**src/rtl/intr_port_feeder.sv**
```systemverilog
`timescale 1ns/1ps
// Purpose: queues 8-bit producer events and presents each one to the processor input port, then raises its interrupt.
// Latency: an event pushed into an empty FIFO at edge N is popped at N+1 and intr_out rises at N+2; ack at edge M gives the next pop at M+1.
// Backpressure: ev_ready = !full; a push while full is dropped and sets sticky overflow; a pop never raises ev_ready in the same cycle.
// Ports: clk/rst_n (async active-low); ev_valid/ev_data/ev_ready producer handshake;
//        port_out_pins from processor OUTPUT_PORT_PINS (ack source); port_in_data to INPUT_PORT_PINS;
//        intr_out to INTR_IN; overflow sticky drop flag; pending = FIFO occupancy + held event.
module intr_port_feeder #(
  parameter int          DEPTH        = 4,
  parameter int          PULSE_CYCLES = 3,
  parameter int          TIMEOUT      = 255,
  parameter logic [7:0]  ACK_CODE     = 8'hAC
) (
  input  logic       clk,
  input  logic       rst_n,
  input  logic       ev_valid,
  input  logic [7:0] ev_data,
  output logic       ev_ready,
  input  logic [7:0] port_out_pins,
  output logic [7:0] port_in_data,
  output logic       intr_out,
  output logic       overflow,
  output logic [4:0] pending
);

  localparam int AW = $clog2(DEPTH);
  localparam int CW = AW + 1;

  typedef enum logic [1:0] {IDLE, PRESENT, PULSE, WAIT_ACK} state_t;

  state_t          state;
  logic [7:0]      mem [DEPTH];
  logic [AW-1:0]   wr_ptr;
  logic [AW-1:0]   rd_ptr;
  logic [CW-1:0]   count;
  logic [7:0]      out_q;
  logic [3:0]      pulse_cnt;
  logic [7:0]      to_cnt;

  logic full;
  logic empty;
  logic push;
  logic pop;
  logic ack;
  logic busy;

  assign full     = (count == CW'(DEPTH));
  assign empty    = (count == '0);
  assign ev_ready = !full;
  assign push     = ev_valid && !full;
  // Pop only from IDLE, so a freshly pushed entry is seen one edge later.
  assign pop      = (state == IDLE) && !empty;
  // Ack is an edge into ACK_CODE: the ISR must write something else before acking again.
  assign ack      = (port_out_pins == ACK_CODE) && (out_q != ACK_CODE);
  assign busy     = (state != IDLE);
  assign pending  = 5'(count) + {4'd0, busy};

  // Storage carries no reset; validity is tracked by count/pointers.
  always_ff @(posedge clk) begin
    if (push) mem[wr_ptr] <= ev_data;
  end

  always_ff @(posedge clk or negedge rst_n) begin
    if (!rst_n) begin
      wr_ptr   <= '0;
      rd_ptr   <= '0;
      count    <= '0;
      overflow <= 1'b0;
      out_q    <= 8'd0;
    end else begin
      out_q <= port_out_pins;
      if (ev_valid && !ev_ready) overflow <= 1'b1;
      if (push) wr_ptr <= wr_ptr + AW'(1);
      if (pop)  rd_ptr <= rd_ptr + AW'(1);
      unique case ({push, pop})
        2'b10:   count <= count + CW'(1);
        2'b01:   count <= count - CW'(1);
        default: count <= count;
      endcase
    end
  end

  always_ff @(posedge clk or negedge rst_n) begin
    if (!rst_n) begin
      state        <= IDLE;
      port_in_data <= 8'd0;
      intr_out     <= 1'b0;
      pulse_cnt    <= 4'd0;
      to_cnt       <= 8'd0;
    end else begin
      unique case (state)
        IDLE: begin
          if (pop) begin
            port_in_data <= mem[rd_ptr];
            state        <= PRESENT;
          end
        end
        PRESENT: begin
          // Setup cycle: data has been stable for one clock before the interrupt rises.
          pulse_cnt <= 4'(PULSE_CYCLES);
          intr_out  <= 1'b1;
          state     <= PULSE;
        end
        PULSE: begin
          if (ack) begin
            intr_out <= 1'b0;
            state    <= IDLE;
          end else if (pulse_cnt == 4'd1) begin
            intr_out <= 1'b0;
            to_cnt   <= 8'(TIMEOUT);
            state    <= WAIT_ACK;
          end else begin
            pulse_cnt <= pulse_cnt - 4'd1;
          end
        end
        WAIT_ACK: begin
          if (ack) begin
            state <= IDLE;
          end else if (to_cnt == 8'd1) begin
            // Retry with the same held data; there is no retry limit.
            pulse_cnt <= 4'(PULSE_CYCLES);
            intr_out  <= 1'b1;
            state     <= PULSE;
          end else begin
            to_cnt <= to_cnt - 8'd1;
          end
        end
        default: state <= IDLE;
      endcase
    end
  end

endmodule

```
**config.mk**
```make
export PLATFORM = sky130hd
export DESIGN_NAME = intr_port_feeder
export DESIGN_NICKNAME = d
export VERILOG_FILES = /design/src/rtl/intr_port_feeder.sv
export SDC_FILE = /design/constraint.sdc
export NUM_CORES = 1
export LEC_CHECK = 0
export CAP_MARGIN = 20
export CORE_ASPECT_RATIO = 1.4
export CORE_MARGIN = 2
export CORE_UTILIZATION = 40
export DETAILED_ROUTE_END_ITERATION = 8
export GPL_TIMING_DRIVEN = 0
export HOLD_SLACK_MARGIN = 0.12
export PLACE_DENSITY = 0.57
export SLEW_MARGIN = 15
export SYNTH_ARGS = -nofsm -noshare
export SYNTH_HDL_FRONTEND = slang
export SYNTH_SLANG_ARGS = --single-unit
```
**constraint.sdc**
```tcl
create_clock -name clk -period 4.7 [get_ports clk]
set_input_delay 1.41 -clock clk [delete_from_list [all_inputs] [get_ports clk]]
set_output_delay 1.41 -clock clk [all_outputs]
set_load 0.01 [all_outputs]
```
Yosys cells after proc, flatten, opt, wreduce, memory -nomap -nowiden --
Memories as Yosys holds them, arrays and structs flattened. A register that Yosys moved wholly into a read port is not among the register bits. Cells that the tools add are included.
Cells by class: add/sub/neg operators 7, equality and inequality tests 19, muxes and demuxes 24, reduce and logical (&&, ||, !) cells 18
Operator list (number):
- $mux W8 | 4
- $mux W4 | 4
- $pmux W8 S2 | 1
- $ne A2 B2 Y1 const B | 7
- $pmux W4 S3 | 1
- $mux W2 | 5
- $reduce_and A5 Y1 | 2
- $eq A8 B1 Y1 const B | 1
- $eq A8 B8 Y1 const B | 1
- $ne A8 B8 Y1 const B | 1
- $pmux W2 S4 | 1
- $sub A8 B1 Y8 const B | 1
- $eq A2 B2 Y1 const B | 3
- $mux W1 | 6
- $ne A3 B3 Y1 const B | 2
- $pmux W3 S2 | 1
- $reduce_bool A2 Y1 | 3
- $add A2 B1 Y2 const B | 2
- $add A3 B1 Y4 | 1
- $eq A2 B1 Y1 const B | 2
- $eq A4 B1 Y1 const B | 1
- $logic_and A1 B1 Y1 | 4
- $reduce_and A4 Y1 | 1
- $sub A4 B1 Y4 const B | 1
- other kinds (10) | 12
Word-level totals: bits in registers 31, bits in writable memories 32, input port bits 19, output and inout bits 16, logic and storage cells 78, memories 1
Memories:
- mem | words 4, bits a word 8, read ports 1, clocked after Yosys merged registers in 1, wr ports 1, RTL line 32 | logic [7:0] mem [DEPTH];

Longest topological paths before layout --
Gate-level depths: netlist of run 1.
depth after elaboration 5, gate-level depth with buffers 9, mapped depth without buffers 9

Least setup slack after synthesis of run 1 --
Ideal clock, no wire load.
path kind reg-to-output, start point reg state[1], end point out pending[2], arrival time 1.286 ns, required time 3.290 ns, path slack 2.004 ns, cell stages (with the launch flop) 5, path buffers 0, cell sequence dfrtp_1 > or2_2 > ha_1 > ha_1 > xor2_1
Between the ends: cells in the longest elaborated chain, start to end 2
RTL lines:
- from (decl) | RTL line 31 | state_t state;
- from (signal assigned) | RTL line 85 | state <= IDLE;
- from (signal assigned) | RTL line 95 | state <= PRESENT;
- from (signal assigned) | RTL line 102 | state <= PULSE;
- $reduce_bool A2 Y1 | RTL line 55 | assign busy = (state != IDLE);
- $add A3 B1 Y4 | RTL line 56 | assign pending = 5'(count) + {4'd0, busy};
- to (decl) | RTL line 23 | output logic [4:0] pending
No other way between the ends.

Worst setup path in the final report of run 1 --
Same ends and word-level chain as after synthesis.

==> results of run 1 <==
-- worst paths after layout --
check / end / start / cells after the start / slack [ns]
setup / recovery: pending[2] / state[1]$_DFFE_PN0P_ / 5 / 1.14
max in group asynchronous: port_in_data[5]$_DFFE_PN0P_ / rst_n / 2 / 3.19
hold / removal: to_cnt[7]$_DFFE_PN0P_ / to_cnt[7]$_DFFE_PN0P_ / 1 / 0.51
min in group asynchronous: out_q[5]$_DFF_PN0_ / rst_n / 1 / 1.03
setup reg to reg: count[2]$_DFFE_PN0P_ / state[1]$_DFFE_PN0P_ / 9 / 2.23
hold reg to reg: to_cnt[7]$_DFFE_PN0P_ / to_cnt[7]$_DFFE_PN0P_ / 1 / 0.51
-- registers in the layout, summed over array words and instances, names as in the netlist, 3 cells and up --
signal,flops
mem,32
out_q,8
port_in_data,8
to_cnt,8
pulse_cnt,4
count,3
-- metrics by stage --
stage               std cells  util, %
floorplan                 226        -
global placement          361     46.4
detailed placement        362     46.6
CTS                       378     50.7
global route              378     50.7
finish                    378     50.7
-- metal layers --
layer	vias up	GRT usage [%]	wire (um)
met5	-	0	0
met4	0	5.31	99
met3	9	3.91	224
met2	36	26.2	3400
met1	1019	18.0	2480
li1	951	-	-
-- placed cells by master (no fill, tap or decap), types with 2 or more instances in the layout --
master and n:
dfrtp_1 39, clkdlybuf4s50_1 32, edfxtp_1 32, inv_1 12
ha_1 11, nor2_1 9, mux2_2 9, clkbuf_16 9
nand2_1 8, mux4_2 8, nand3_1 8, and3_1 7
a21oi_1 7, nor3_1 5, buf_2 5, a31oi_1 5
xor2_1 4, and2_1 4, xnor2_1 3, o2bb2ai_1 3
nand4bb_4 2, and4bb_2 2, clkbuf_1 2, a211oi_1 2
nor2b_1 2, o211ai_1 2, mux2i_1 2, a22oi_1 2
a311oi_1 2, bufinv_16 2, inv_8 2, inv_6 2
-- report_power, final --
group | leakage (nW) | total (mW) | internal (mW) | switching, mW
Clock | 0.164 | 0.759 | 0.477 | 0.282
Sequential | 0.735 | 0.970 | 0.831 | 0.139
Combinational | 0.700 | 0.723 | 0.392 | 0.331
Total | 1.60 | 2.45 | 1.70 | 0.753
-- final cells by class --
type                            count  area (sq um)
Clock inverter                      7           109
Clock buffer                        9           225
Multi-Input combinational cell    134          1240
Fill cell                         703          3970
Inverter                           12          45.0
Sequential cell                    71          1940
Timing Repair Buffer               34           345
Buffer                              9          50.0
Tap cell                          102           128
-- kinds of logic (layout without fill, tap and decap cells) --
logic type | Yosys count | in the layout | share of synthesized area, %
AO/OA/AOI/OAI | 37 | 37 | 9.85
XOR/XNOR | 7 | 7 | 1.87
adder cells (fa/ha/maj) | 12 | 12 | 4.81
buffers and inverters | 21 | 71 | 2.90
flip-flops | 71 | 71 | 59.1
multiplexers | 19 | 19 | 9.21
other | 1 | 1 | 0.114
AND/OR/NAND/NOR | 58 | 58 | 12.1
==> results.md, run 1 <==
* PD cells at 601 nW/um^2
* Layout cells sized above 1 at 20.3%
* Worst-Margin Slew at 0.772 ns
* Reg clk slew, reported paths at roughly 0.060 ns
* CP max stage cell: clkdlybuf4s50_1
* Synth top cells by count: 39 x dfrtp_1, 32 x edfxtp_1, 12 x inv_1
* Die width at 80.5 um
* Post-route ant nets at 0
* Leakage power at ~1.6 nW
* WL final at about 6.2 mm
* GRT Total Usage at 15.2%
* Post-route setup slack at 1.14 ns
* Largest net degree at the start of global routing at 25
* Hold Path Class: register to register
* CTS Buffer Depth at 2
* Design area at 4080 sq um
* Port Buffers at 33
* Min Hold Slack at 0.514 ns
* Mapped Cells at 226
* Gpl congestion at 0.711
* Row Count at 39
* Clk Latency, worst-skew pair at 0.33 ns
* Starting density of the core at 40.7%
* Final nets at 302
* Post-Place Setup Slack at 1.46 ns
* TritonCTS Buffers at 9
* Antenna cells at 0
* Synth top area share at slightly below 30%
* CTS tree: yes
* Cts hold-fix bufs at 0
* Chip height at 111 um
* Ratio of final minimum period to clock period at 75.8%
* Setup Buffers After CTS at 0
* Critical Path End Type: primary output
* FF+latch count, synth at a little over 70
* Total of max-cap violations at 0
* Netlist Area Pre-Place at 3280 sq um
* Data required, critical path at 3.29 ns
* Clock Skew at 0.00755 ns
* Placed wire-length estimate at ~4.3 mm
* Fin. max-slew vios at 0
* DR vias at 2015
* Max rail drop VDD at roughly 0.34 mV
* Worst EP arrival at 2.15 ns
* Syn_nets at approximately 260
* Worst setup path category: register to primary output
* Synth warnings at 0
* Type of origin of the critical path: register
* Top cells by area, synth: dfrtp_1 30%, edfxtp_1 29%, mux4_2 5.5%, ha_1 4.2%, mux2_2 3.1%
* Fmax at approximately 0.28 GHz
* Setup_tns at 0 ns
* Total chip power at 2.45 mW
* Final Hold Viols at 0
* Vias per cell at 5.33
* Core area at 8050 sq um
* WP buf/inv at 1
* Outcome: finished clean
* Max FO, Critical Path at 5
* Number of global-route vias before repair at between 2000 and 2500
* Max incr delay on CP at 0.55 ns
* Cell Chain, Critical Path: or2_2 > ha_1 > ha_1 > xor2_1 > clkdlybuf4s50_1
* Die footprint at 8940 sq um
* DR iter-0 viols at 90
* Ys async rst share at 54.9%
* CTS Root Cell: clkbuf_16
* Placement Cell Area at 3750 sq um
* First-pass GRT wire length at roughly 10 mm
* Cell mode on critical path: ha_1
* Minimum clock period at between 3 and 4 ns
* Most common cell in the synthesized netlist: dfrtp_1
* Slew margin rel. at 47.8%
* Post-synth top area cell: dfrtp_1
* Gr ovfl total at 0
* WL/cell at 16.4 um
* Initial antenna violation count at 0
* Delay-heaviest family, CP: buffers and inverters
* DRC Markers at 0
* Final setup vio count at 0
* Number of synthesized flops with an enable pin at 32
* CTS sink count at a little over 70
* First drt pass iteration count at 4
* Syn Area/Cell at 14.5 sq um
* RSZ-0062 raised after global routing: no
* Seq/Total Area, Yosys at 59.1%
* IO Pins at 35
* Post-synth top flop: dfrtp_1
* Synth cell types at 57
* H-tree levels at 3
* P&R area growth vs syn at 24.6%
* Post-CTS sizing at 0
No activity file was read; power rests on OpenSTA's default activity.
==> inputs of run 2 (changes only) <==
--- a/config.mk
+++ b/config.mk
@@ -12,7 +12,7 @@
 export DETAILED_ROUTE_END_ITERATION = 8
 export GPL_TIMING_DRIVEN = 0
 export HOLD_SLACK_MARGIN = 0.12
-export PLACE_DENSITY = 0.57
+export PLACE_DENSITY = 0.59
 export SLEW_MARGIN = 15
 export SYNTH_ARGS = -nofsm -noshare
 export SYNTH_HDL_FRONTEND = slang
==> constraint.sdc (replaced) <==
create_clock -name clk -period 3.2 [get_ports clk]
set_input_delay 0.96 -clock clk [delete_from_list [all_inputs] [get_ports clk]]
set_output_delay 0.96 -clock clk [all_outputs]
set_load 0.01 [all_outputs]
==> run 2 against run 1 <==
Compared with the run above:
- clock power increased by 31%
- global-route usage increased by 0.25 points
- total power increased by 42%
- highest routed layer unchanged
==> results.md, run 2 (synthesis gave the netlist of run 1 again) <==
* Outcome: finished clean
* Layout cells sized above 1 at 19.9% (-0.36 points)
* CTS Buffer Depth at 2 (unchanged)
* Cell count after placement at 362 (unchanged)
* Setup Buffers After CTS at 0 (unchanged)
* RSZ-0062 raised after global routing: no
* IO Pins at 35 (unchanged)
* Core area at 8050 sq um (unchanged)
* Reg2Reg Depth at 9 (unchanged)
* Reg clk slew, reported paths at 0.06 ns (about the same)
* Antenna cells at 0 (unchanged)
* Ratio of final minimum period to clock period at 95.6%
* Fmax at 0.327 GHz
* TritonCTS Buffers at 9 (unchanged)
* Placed wire-length estimate at 4.27 mm (+0.21%)
* Total chip power at 3.48 mW (+42%)
* First-pass GRT wire length at 10.2 mm (+0.54%)
* Leakage power at 1.59 nW (-0.49%)
* Gpl congestion at 0.842 (+18%)
* CTS tree: yes
* Hold EP: overflow$_DFFE_PN0P_
* Max FO, Critical Path at 5 (unchanged)
* Worst EP arrival at 2.10 ns (-0.05 ns)
* Chip height at 111 um (unchanged)
* Initial antenna violation count at 0 (unchanged)
* Worst R2R Start: state[1]$_DFFE_PN0P_
* Final Hold Viols at 0 (unchanged)
* Die width at 80.5 um (unchanged)
* Cell mode on critical path: ha_1
* Max incr delay on CP at 0.53 ns (-0.02 ns)
* Vias per cell at 5.32 (-0.20%)
* P_sw at 1.08 mW (+43%)
* Minimum clock period at 3.06 ns
* Combinational power share at 30.5% (+1.0 points)
* Number of global-route vias before repair at 2086 (+0.77%)
* PD cells at 860 nW/um^2 (+43%)
* Hold path start: overflow$_DFFE_PN0P_
* R2R setup slack at 0.70 ns (-1.53 ns)
* Hold Path Class: register to register
* Row Count at 39 (unchanged)
* Max reg flops at 32 (unchanged)
* WHS Path Cells at 1 (unchanged)
* Type of origin of the critical path: register
* Port Buffers at 33 (unchanged)
* DR vias at 2011 (-0.20%)
* Setup_tns at 0 ns (unchanged)
* Worst setup path category: register to primary output
* WL final at 6.13 mm (-1.2%)
* Commonest non-fill, non-tap cell in the layout: dfrtp_1
* Switching Share at 31.0% (+0.31 points)
* Max rail drop VDD at 0.406 mV (+18%)
* Largest Register: mem
* Clock Skew at 0.00661 ns (-0.000942 ns)
* Clk Latency, worst-skew pair at 0.33 ns (about the same)
* Final setup vio count at 0 (unchanged)
* Data required, critical path at 2.24 ns (-1.05 ns)
* Slew margin rel. at 54.0% (+6.2 points)
* Cell Chain, Critical Path: or2_2 > ha_1 > ha_1 > clkdlybuf4s50_1
* Min Hold Slack at 0.467 ns (-0.0470 ns)
* Die footprint at 8940 sq um (unchanged)
* H-tree levels at 3 (unchanged)
* Final nets at 302 (unchanged)
* WL/cell at 16.2 um (-1.2%)
* First drt pass iteration count at 4 (unchanged)
* P&R area growth vs syn at 23.6%
* CTS sink count at 71 (unchanged)
* DRC Markers at 0 (unchanged)
* Worst R2R End: count[2]$_DFFE_PN0P_
* Final Non-Filler Cells at 378 (unchanged)
* Post-route ant nets at 0 (unchanged)
* FILL cells at 700 (-0.43%)
* Share of power burned in registers at 41.0% (+1.4 points)
* Gr ovfl total at 0 (unchanged)
* Clock share of power at 28.5% (-2.5 points)
* Critical Path End Type: primary output
* Final Util at 50.3% (-0.40 points)
* Worst-Margin Slew at 0.680 ns (-0.0915 ns)
* CP max stage cell: clkdlybuf4s50_1
* Total of max-cap violations at 0 (unchanged)
* Fin. max-slew vios at 0 (unchanged)
* CTS Root Cell: clkbuf_16
* GRT Total Usage at 15.4% (+0.25 points)
* Commonest cells after routing, fill and taps aside: 39 x dfrtp_1, 32 x edfxtp_1, 31 x clkdlybuf4s50_1
* Starting density of the core at 40.7% (unchanged)
* Cell Int Power at 2.40 mW (+41%)
* Largest net degree at the start of global routing at 31 (+24%)
* DR iter-0 viols at 64 (-29%)
run 2: worst max-delay path by stage:
stage	start	endpoint	slack (ns)	cells after the start
CTS	state[1]$_DFFE_PN0P_	pending[2]	0.05	5
global placement	rst_n	overflow$_DFFE_PN0P_	0.11	1
finish	state[1]$_DFFE_PN0P_	pending[1]	0.14	4
detailed placement	state[1]$_DFFE_PN0P_	pending[2]	0.41	5
global route	state[1]$_DFFE_PN0P_	pending[1]	0.07	4
floorplan	state[1]$_DFFE_PN0P_	pending[2]	0.95	4
run 2: power groups by stage:
stage / combinational, mW / clock, mW / sequential [mW]
floorplan: 0.695 / 0 / 1.41
global placement: 1.07 / 0 / 1.44
CTS: 1.09 / 1.02 / 1.43
global route: 1.19 / 1.05 / 1.46
detailed placement: 1.09 / 0 / 1.44
finish: 1.06 / 0.993 / 1.43
run 2: timing repair:
item / in CTS / in global routing
setup endpoints to repair: 0 / 1
endpoints found under the hold margin: 0 / 0
resized for setup: 0 / 1
hold buffers: 0 / 0
run 2: final cells by class:
cell class	instances	area (sq um)	share of cell area (%)
timing repair buffer	34	348	8.59
inverter	12	45.0	1.11
tap	102	128	3.15
clock buffer	10	229	5.65
sequential	71	1940	47.8
buffer	9	50.0	1.24
clock inverter	6	70.1	1.73
multi-input combinational	134	1240	30.7
run 2: critical path: cells and delay by family (launching register included):
| family | cells | cell delay [ns] |
|---|---|---|
| buf+inv | 1 | 0.53 |
| fa+ha+maj | 2 | 0.48 |
| flops | 1 | 0.41 |
| simple gates | 1 | 0.34 |
run 2: layer usage:
metal | track usage, % | vias to the layer above | part of all wire, %
met5 | 0 | - | 0
met4 | 9.04 | 0 | 2.3
met3 | 3.34 | 11 | 3.3
met2 | 25.4 | 32 | 53
met1 | 18.1 | 1020 | 41
li1 | - | 948 | -
run 2: per-stage QoR:
step | instance area, sq um | worst slack (ns)
global route | 4050 | 0.0693
floorplan | 3280 | 0.954
global placement | 3730 | 0.111
finish | 4050 | 0.142
detailed placement | 3750 | 0.407
CTS | 4050 | 0.0520
==> inputs of run 3 (changes only) <==
--- a/config.mk
+++ b/config.mk
@@ -8,11 +8,11 @@
 export CAP_MARGIN = 20
 export CORE_ASPECT_RATIO = 1.4
 export CORE_MARGIN = 2
-export CORE_UTILIZATION = 40
+export CORE_UTILIZATION = 50
 export DETAILED_ROUTE_END_ITERATION = 8
 export GPL_TIMING_DRIVEN = 0
 export HOLD_SLACK_MARGIN = 0.12
-export PLACE_DENSITY = 0.59
+export PLACE_DENSITY = 0.72
 export SLEW_MARGIN = 15
 export SYNTH_ARGS = -nofsm -noshare
 export SYNTH_HDL_FRONTEND = slang
==> run 3 against run 2 <==
Compared with the run above:
- clock power decreased by 24%
- first-iteration DRC count up 110%
- final cell count is 7.9% lower
- wire length fell by 6.4%
- clock skew rose by 0.0053 ns
- final area shrank 3.1%
- register-to-register slack about the same
- via count is 2.5% lower
==> results.md, run 3 (synthesis gave the netlist of run 1 again) <==
* Number of global-route vias before repair at 2079 (-0.34%)
* Largest net degree at the start of global routing at 27 (-13%)
* Slew margin rel. at 57.8% (+3.8 points)
* Clock Skew at 0.0119 ns (+0.00525 ns)
* CTS Buffer Depth at 2 (unchanged)
* Chip height at 99.8 um (-10%)
* Post-route ant nets at 0 (unchanged)
* Die footprint at 7220 sq um (-19%)
* Final Non-Filler Cells at 348 (-7.9%)
* IO Pins at 35 (unchanged)
* Minimum clock period at 3.06 ns (-0.00286 ns)
* Layout cells sized above 1 at 20.3% (+0.36 points)
* CTS Root Cell: clkbuf_8
* Final nets at 302 (unchanged)
* Reg clk slew, reported paths at 0.08 ns (+0.02 ns)
* Max reg flops at 32 (unchanged)
* Commonest cells after routing, fill and taps aside: 39 x dfrtp_1, 32 x edfxtp_1, 31 x clkdlybuf4s50_1
* Placed wire-length estimate at 4.05 mm (-5.1%)
* Post-route setup slack at 0.145 ns (+0.00286 ns)
* Starting density of the core at 52.0% (+11 points)
* WL/cell at 16.5 um (+1.7%)
* Worst-Margin Slew at 0.624 ns (-0.0558 ns)
* Final Util at 62.3% (+12 points)
* TritonCTS Buffers at 9 (unchanged)
* Type of origin of the critical path: register
* PD cells at 824 nW/um^2 (-4.2%)
* Largest Register: mem
* Setup_tns at 0 ns (unchanged)
* P&R area growth vs syn at 19.8%
* Gpl congestion at 0.847 (+0.62%)
* Cell count after placement at 332 (-8.3%)
* CTS sink count at 71 (unchanged)
* Max FO, Critical Path at 5 (unchanged)
* Total of max-cap violations at 0 (unchanged)
* Final Hold Viols at 0 (unchanged)
* Design area at 3930 sq um (-3.1%)
* Data required, critical path at 2.24 ns (about the same)
* Clk Latency, worst-skew pair at 0.34 ns (about the same)
* First-pass GRT wire length at 9.78 mm (-4.5%)
* Gr ovfl total at 0 (unchanged)
* Die width at 72.4 um (-10%)
* Worst EP arrival at 2.10 ns (about the same)
* Initial antenna violation count at 0 (unchanged)
* Commonest non-fill, non-tap cell in the layout: dfrtp_1
* Area of the multi-input gates at 1240 sq um (unchanged)
* Total chip power at 3.23 mW (-7.2%)
* Port Buffers at 33 (unchanged)
* RSZ-0062 raised after global routing: no
* DR iter-0 viols at 132 (+110%)
* Post-Place Setup Slack at 0.436 ns (+0.0287 ns)
* CTS tree: yes
* Ratio of final minimum period to clock period at 95.5% (about the same)
* FILL cells at 489 (-30%)
* Core area at 6300 sq um (-22%)
* Vias per cell at 5.64 (+5.9%)
* Max rail drop VDD at 0.469 mV (+16%)
* Leakage power at 1.55 nW (-2.4%)
* Placement Cell Area at 3710 sq um (-1.0%)
* Row Count at 34 (-13%)
* Register area at 1940 sq um (unchanged)
* Final setup vio count at 0 (unchanged)
* Fmax at 0.327 GHz (about the same)
* First drt pass iteration count at 4 (unchanged)
* Min Hold Slack at 0.487 ns (+0.0203 ns)
* DR vias at 1961 (-2.5%)
* H-tree levels at 3 (unchanged)
* DRC Markers at 0 (unchanged)
* Critical Path End Type: primary output
* Hold Path Class: register to register
* Setup Buffers After CTS at 0 (unchanged)
* Fin. max-slew vios at 0 (unchanged)
* Worst setup path category: register to primary output
* WL final at 5.74 mm (-6.4%)
* GRT Total Usage at 17.8% (+2.4 points)
* Outcome: finished clean
* Antenna cells at 0 (unchanged)
[run 3: routing by layer]
metal  up-vias  track usage (%)  part of all wire (%)
li1        947                -                     -
met1       973             21.9                    42
met2        37             30.6                    54
met3         4             3.31                   3.3
met4         0             7.55                  0.96
met5         -                0                     0
[run 3: cell type report]
| cell class | instances | area share [%] |
|---|---|---|
| well taps | 72 | 2.30 |
| multi-input cells | 134 | 31.7 |
| clock buffers | 9 | 3.16 |
| inverters | 12 | 1.15 |
| clock inverters | 7 | 2.23 |
| plain buffers | 9 | 1.28 |
| repair buffers | 34 | 8.86 |
| flip-flops and latches | 71 | 49.3 |
[run 3: power by group]
group / internal [mW] / switching (mW) / leakage [nW]
clock: 0.379 / 0.372 / 0.108
sequential: 1.22 / 0.195 / 0.735
combinational: 0.575 / 0.493 / 0.710
total: 2.17 / 1.06 / 1.55
[run 3: path summary, 6_finish.rpt]
path                       cells past startpoint  slack, ns               endpoint            startpoint
min in group asynchronous                      1       0.51     out_q[7]$_DFF_PN0_                 rst_n
max in group asynchronous                      2       2.24  rd_ptr[1]$_DFFE_PN0P_                 rst_n
max                                            4       0.14             pending[1]  state[1]$_DFFE_PN0P_
min                                            1       0.49   overflow$_DFFE_PN0P_  overflow$_DFFE_PN0P_
min reg2reg                                    1       0.49   overflow$_DFFE_PN0P_  overflow$_DFFE_PN0P_
max reg2reg                                    9       0.71   count[2]$_DFFE_PN0P_  state[1]$_DFFE_PN0P_
[run 3: what timing repair did]
action | in CTS | in global routing
hold endpoints to repair | 0 | 0
hold buffers | 0 | 0
setup endpoints to repair | 0 | 1
gates resized for setup | 0 | 1
[run 3: critical path, cell delays in order, from the launching register on]
cell and delay (ns):
dfrtp_1 0.41, or2_2 0.34, ha_1 0.20, ha_1 0.28, clkdlybuf4s50_1 0.53
